$ cat src/rtl/shift_left2.sv
// Registered shift-left-by-2 (x4) unit: result, the two discarded MSBs and a
// signed-overflow flag are all captured on a valid strobe, one cycle latency.
module shift_left2 #(
  parameter int unsigned N = 32
) (
  input  logic         clk,
  input  logic         rst_n,
  input  logic         in_valid,
  input  logic [N-1:0] A,
  output logic [N-1:0] Y,
  output logic         out_valid,
  output logic [1:0]   lost,
  output logic         ovf
);

  logic [N-1:0] w_y;
  logic [1:0]   w_lost;
  logic         w_ovf;

  logic [N-1:0] r_y;
  logic [1:0]   r_lost;
  logic         r_ovf;
  logic         r_valid;

  // A*4 keeps its sign only when the top three bits of A agree.
  always_comb begin
    w_y    = {A[N-3:0], 2'b00};
    w_lost = A[N-1:N-2];
    w_ovf  = ~((A[N-1] == A[N-2]) & (A[N-2] == A[N-3]));
  end

  always_ff @(posedge clk or negedge rst_n) begin
    if (!rst_n) begin
      r_y     <= '0;
      r_lost  <= '0;
      r_ovf   <= 1'b0;
      r_valid <= 1'b0;
    end else begin
      r_valid <= in_valid;
      if (in_valid) begin
        r_y    <= w_y;
        r_lost <= w_lost;
        r_ovf  <= w_ovf;
      end
    end
  end

  assign Y         = r_y;
  assign lost      = r_lost;
  assign ovf       = r_ovf;
  assign out_valid = r_valid;

endmodule

$ cat config.mk
export PLATFORM = sky130hd
export DESIGN_NAME = shift_left2
export DESIGN_NICKNAME = d
export VERILOG_FILES = /design/src/rtl/shift_left2.sv
export SDC_FILE = /design/constraint.sdc
export NUM_CORES = 1
export LEC_CHECK = 0
export CAP_MARGIN = 20
export CELL_PAD_IN_SITES_DETAIL_PLACEMENT = 0
export CELL_PAD_IN_SITES_GLOBAL_PLACEMENT = 1
export CORE_MARGIN = 8
export CORE_UTILIZATION = 35
export CTS_BUF_LIST = sky130_fd_sc_hd__clkbuf_4 sky130_fd_sc_hd__clkbuf_8
export DETAILED_ROUTE_END_ITERATION = 12
export PLACE_DENSITY_LB_ADDON = 0.05
export SLEW_MARGIN = 30
export SYNTH_ARGS = -nofsm -noshare
export SYNTH_HDL_FRONTEND = slang
export SYNTH_SLANG_ARGS = --single-unit
export TNS_END_PERCENT = 50
$ cat constraint.sdc
create_clock -name clk -period 1.35 [get_ports clk]
set_input_delay 0.27 -clock clk [delete_from_list [all_inputs] [get_ports clk]]
set_output_delay 0.27 -clock clk [all_outputs]
set_load 0.005 [all_outputs]
# After elaboration in Yosys (flattened, before gate mapping)
# Index checks and enable logic that the tools add are counted.
# word_totals
input_bits,35
word_cells,8
reg_bits,34
# op_classes
n_bitwise,2
n_eq_ne,2
# op_table
op,count
$eq A1 B1 Y1,2
$and A1 B1 Y1,1
$not A1 Y1,1

# Logic depth before layout (Yosys ltp)
# Gate-level depths: netlist of the first run.
# depth
word_depth,3
ltp_mapped,4

# Worst setup path before layout of the first run
# OpenSTA, ideal clock, no wires.
# synth_path
path_kind,in2reg
start,input in_valid
end,register r_y[10] (netlist: Y[10])
cell_stages,3
arrival_time_ps,823
required_ps,1225
slack_ps,402
setup_time_ps,125
cell_sequence,buf_6 buf_12 mux2_4
# synth_lines
item,line_no,text
"start, declared",8,"input logic in_valid,"
"end signal, assigned",41,r_y <= w_y;
"end, declared",20,logic [N-1:0] r_y;
# No word-level cell between the ends.

# Worst setup path in the final report of the first run
# layout_path
start,register r_y[8] (netlist: Y[8])
end,output Y[8]
# layout_lines
item,line_no,text
"end, declared",10,"output logic [N-1:0] Y,"
# No word-level cell between the ends.

==> results of run 1 <==
==> flip-flops by register name, summed over array words and instances, names as in the netlist <==
register / cells
ovf: 1
Y: 30
lost: 2
out_valid: 1
==> routing by layer <==
layer	vias up	routed length, µm	track usage
li1	405	-	-
met3	4	336	0.0580
met1	442	1390	0.129
met2	39	1590	0.167
met5	-	0	0
met4	0	36	0.0436
==> power by group <==
part	total, mW	leakage [nW]	internal, mW	switching [mW]
Sequential	1.17	0.396	1.12	0.0501
Combinational	0.480	0.599	0.329	0.150
Clock	0.709	0.0431	0.393	0.317
Total	2.36	1.04	1.84	0.517
==> cell usage in the layout, fill, tap and decap left out <==
cell             netlist  final
and4_2                 1      1
buf_4                  2      1
buf_2                  0      1
dfrtp_1               34     34
nor3_1                 1      1
dlygate4sd2_1          0     34
buf_12                 3      2
mux2_4                29     29
conb_1                 1      2
clkbuf_8               0      6
mux2_2                 3      3
nor4b_1                1      1
clkdlybuf4s50_1        0     33
nor2_1                 1      1
==> cell families (layout without fill, tap and decap cells) <==
group                  after synthesis  in the layout
flip-flops                          34             34
multiplexers                        32             32
buffers and inverters                6             77
AND/OR/NAND/NOR                      4              4
other                                1              2
==> per-stage QoR <==
step / cell area (µm²) / instances
after global placement: 2140 / 193
after CTS: 2180 / 199
final: 2180 / 199
after detailed placement: 2140 / 193
after global routing: 2180 / 199
after floorplan: 1440 / 78
==> layout make-up <==
cell class                 instances  area, µm²  share of cell area
clock buffer                       6       82.6              0.0379
sequential                        34        851               0.390
timing repair buffer              71        681               0.312
tap                               50       62.6              0.0287
multi-input combinational         38        504               0.231
==> worst paths after layout <==
path                                    from                  end  slack [ns]  cells after the start
max in group asynchronous              rst_n    Y[29]$_DFFE_PN0P_        0.81                      2
hold / removal                         rst_n    Y[26]$_DFFE_PN0P_        0.37                      2
hold reg to reg            Y[28]$_DFFE_PN0P_    Y[28]$_DFFE_PN0P_        0.50                      1
setup / recovery            Y[8]$_DFFE_PN0P_                 Y[8]        0.15                      1
min in group clk                    in_valid  out_valid$_DFF_PN0_        0.38                      2
setup reg to reg           Y[24]$_DFFE_PN0P_    Y[24]$_DFFE_PN0P_        0.58                      1
==> results.cfg, run 1 <==
[min_path]
hp-class = input pin to async pin

[global_route]
grt.overflow.total = 0
grt_pass1_wl_um = 5410
grt_max_degree = 35
grt_usage = 0.110
grt_pass1_vias = 1014
grt_antenna_before_repair = 0

[logic_synthesis]
synth_warnings = 0
synth-simple-area-share = 0.0191
synth_top_family_by_area = multiplexers
synthCells = 77
synth_compound_area_frac = 0
synth_top_area_share = 0.592
synthAdderAreaFrac = 0
synth_area_mm2 = 0.00144
synth.avg_cell_area_um2 = 18.7
async_flop_share = 1.00
synthTopCellsByCount = dfrtp_1 (34), mux2_4 (29), buf_12 (3), mux2_2 (3), buf_4 (2)
synthMuxAreaShare = 0.326
synth_area_leaders = dfrtp_1 (59%), mux2_4 (30%), buf_12 (4.2%), mux2_2 (2.3%), buf_4 (1.0%)
synth_top_cell_by_area = dfrtp_1
ys_seq_area_frac = 0.592
synth_flop_cell = dfrtp_1
synth_xor_area_frac = 0
synth_most_common_cell = dfrtp_1
ys_seq_elements = 34
synth_edf_count = 0
synthDistinctLibCells = 11

[status]
status = completed

[sta]
timing.final.crit_share = 0.888
min_period_ns = 1.20
fmax_mhz = 834
fin_skew_ns = 0
hold_viol = 0
fin_hold_ws_ns = 0.368
final_max_slew_viol_count = 0
grt_setup_unrepaired = false
setup_slack_ns = 0.151
setup-violations-final = 0
fin_setup_tns_ns = 0

[power_and_ir_drop]
power-per-cell-area_mw_per_mm2 = 1080
power_mw = 2.36
leakagePower_nw = 1.04
irDropWorstVdd_v = 0.000424

[cts]
clk_latency_ns = 0.27
numCtsBuffers = 5
postCtsHoldBufs = 0
cts_resized = 34
cts_tree = done
cts-root-buf = clkbuf_8
path_clk_slew_ns = 0.06
clock_sinks = 34
post_cts_buffers = 0
clockBufferDepth = 2
h-tree-depth = 2

[detailed_routing]
dr.pass1.iters = 2
vias_per_cell = 4.47
vias = 890
drtAntennaViolNets = 0
dr.first_iter.drc_count = 78
wl_um = 3360
drc = 0
route.detailed.wl_per_inst_um = 16.9

[setup_path]
crit_arrival_ns = 0.93
critical-path-top-delay-family = flip-flops
critical_path_class = flop to output port
crit_path_max_fanout = 2
cp.required_ns = 1.08
worstPathCellList = dlygate4sd2_1
worstSetupStartpointType = flop
slowest_delay_ns = 0.38
crit_buf_inv = 1
worst_setup_path_end_kind = output port
cpMaxStageDelayCell = dfrtp_1

[place]
dp_hpwl_um = 2530
globalplace.congestion = 0.714
dp_slack_ns = 0.0983
io_buffers = 68

[floorplan]
core_area_mm2 = 0.00397
fp.dieW_um = 80.1
rows = 23
die_h_um = 80.1
floorplan.initialDensity = 0.362
io_pins = 71
dieArea_mm2 = 0.00641

[finish]
n_antenna_cell = 0
n_fill_cell = 347
utilization = 0.549
drive_gt1_frac = 0.289
area_delta_synth_final_pct = 51.7
final_nets = 185

[flow_run]
timing.max_cap.violations = 0
Note: power is estimated with default switching activity, not from simulation.
==> inputs of run 2 (changes only) <==
Settings changed: REMOVE_ABC_BUFFERS set to 1.
==> run 2 against run 1 <==
  * First-iteration DRC count fell by 67%
  * Core utilization rose by 0.95 points
  * Clock power rose by 8.3%
  * Total power rose by 2.7%
  * Maximum frequency fell by 0.41%
  * Sequential power barely moved
  * Cell count rose by 2.0%
  * Worst setup slack got worse by 0.0049 ns
  * Non-clock buffer count rose by 2
  * Final area rose by 1.7%
  * Global-route usage fell by 0.38 points
  * Critical endpoint is now Y[27]
==> results.cfg, run 2 (synthesized netlist as in run 1, its figures left out) <==
[status]
status = completed

[cts]
clock_sinks = 34
path_clk_slew_ns = 0.07
numCtsBuffers = 5
cts-root-buf = clkbuf_8
clk_latency_ns = 0.27
clockBufferDepth = 2
cts_tree = done
h-tree-depth = 2

[setup_path]
reg2regPathDepth = 2
crit_path_max_fanout = 2
worst_setup_path_end_kind = output port
critical-path-top-delay-family = flip-flops
r2r_start = lost[0]$_DFFE_PN0P_
crit_buf_inv = 1
critical_path_class = flop to output port
rrSetupSlack_ns = 0.46
worstSetupStartpointType = flop
crit_arrival_ns = 0.93
cp.required_ns = 1.08
slowest_delay_ns = 0.38
r2r-end = lost[0]$_DFFE_PN0P_
cpMaxStageDelayCell = dfrtp_1
worstPathCellList = dlygate4sd2_1

[detailed_routing]
wl_um = 3310
wl_met1_um = 1430
wl_met3_um = 311
route.detailed.wl_per_inst_um = 16.3
vias_per_cell = 4.45
drtAntennaViolNets = 0
vias = 904
dr.first_iter.drc_count = 26
dr.pass1.iters = 4
wl_met2_um = 1520
routed.top_layer = met4
drc = 0

[power_and_ir_drop]
power-per-cell-area_mw_per_mm2 = 1090
switchingPower_uw = 535
irDropWorstVdd_v = 0.000569
seq_power_share = 0.482
p_comb_frac = 0.201
sw_frac_of_total = 0.221
leakagePower_nw = 1.06
internal_power_mw = 1.89
pwr-share-clk = 0.317

[finish]
drive_gt1_frac = 0.307
area_delta_synth_final_pct = 54.3
n_antenna_cell = 0
final_cell_mix = dfrtp_1 (34), dlygate4sd2_1 (34), clkdlybuf4s50_1 (32)
final_nets = 187
fin_cells = 203
utilization = 0.559
largest_register_ffs = 30
final_cell_area_mm2 = 0.00222

[sta]
fin_setup_tns_ns = 0
fin_skew_ns = 0
grt_setup_unrepaired = false
fin_hold_ws_ns = 0.357
final_max_slew_viol_count = 0
hold_viol = 0
timing.final.crit_share = 0.891
min_period_ns = 1.20
fmax_mhz = 831
setup-violations-final = 0

[place]
placed_area_mm2 = 0.00215
placed_cells = 193
dp_hpwl_um = 2510
io_buffers = 68
globalplace.congestion = 0.654

[min_path]
min_to = out_valid$_DFF_PN0_
hold_path_startpoint = in_valid
hold_depth = 2
hp-class = input pin to flop

[global_route]
grt_max_degree = 20
grt_pass1_wl_um = 5290
grt_usage = 0.107
grt.overflow.total = 0
grt_antenna_before_repair = 0
grt_pass1_vias = 1035

[floorplan]
dieArea_mm2 = 0.00641
core_area_mm2 = 0.00397
floorplan.initialDensity = 0.362
rows = 23
io_pins = 71
fp.dieW_um = 80.1
die_h_um = 80.1

[flow_run]
timing.max_cap.violations = 0
[run 2: changes by cell type in the layout (fill, tap and decap cells not counted), sizes merged]
| cell | delta |
|---|---|
| clkinv | +1 |
| dlygate4sd3 | +1 |
| clkdlybuf4s50 | -1 |
| buf | +2 |
| clkbuf | +1 |
[run 2: cell type report]
class	instances	area [µm²]
Tap cell	50	62.6
Multi-Input combinational cell	38	504
Clock buffer	7	90.1
Fill cell	323	1750
Clock inverter	1	5.00
Sequential cell	34	851
Timing Repair Buffer	73	706
[run 2: repair_timing]
action / CTS / global route
hold endpoints to repair: 15 / 0
hold buffers: 1 / 0
gates resized for setup: 34 / 0
setup endpoints to repair: 34 / 0
setup buffers: 1 / 0
[run 2: worst max-delay path by stage]
stage / slack (ns) / startpoint / endpoint / cells past startpoint
final: 0.15 / Y[27]$_DFFE_PN0P_ / Y[27] / 1
after global placement: 0.11 / A[31] / ovf$_DFFE_PN0P_ / 3
after global routing: 0.09 / Y[29]$_DFFE_PN0P_ / Y[29] / 1
after floorplan: 0.60 / A[31] / ovf$_DFFE_PN0P_ / 2
after CTS: 0.13 / Y[25]$_DFFE_PN0P_ / Y[25] / 1
after detailed placement: 0.11 / A[31] / ovf$_DFFE_PN0P_ / 3
[run 2: stage by stage]
step | setup slack, ns | total power [mW]
after detailed placement | 0.109 | 1.75
after global placement | 0.110 | 1.74
after CTS | 0.131 | 2.46
after floorplan | 0.601 | 1.35
final | 0.147 | 2.42
after global routing | 0.0944 | 2.56
[run 2: layer usage]
layer / track usage / vias up
met4: 0.0436 / 0
li1: - / 412
met3: 0.0502 / 7
met1: 0.133 / 442
met5: 0 / -
met2: 0.154 / 43
[run 2: power groups by stage]
stage	combinational, mW	clock (mW)	sequential, mW
after floorplan	0.157	0	1.20
after global placement	0.555	0	1.19
after detailed placement	0.560	0	1.19
after CTS	0.499	0.795	1.17
after global routing	0.528	0.850	1.18
final	0.487	0.768	1.17
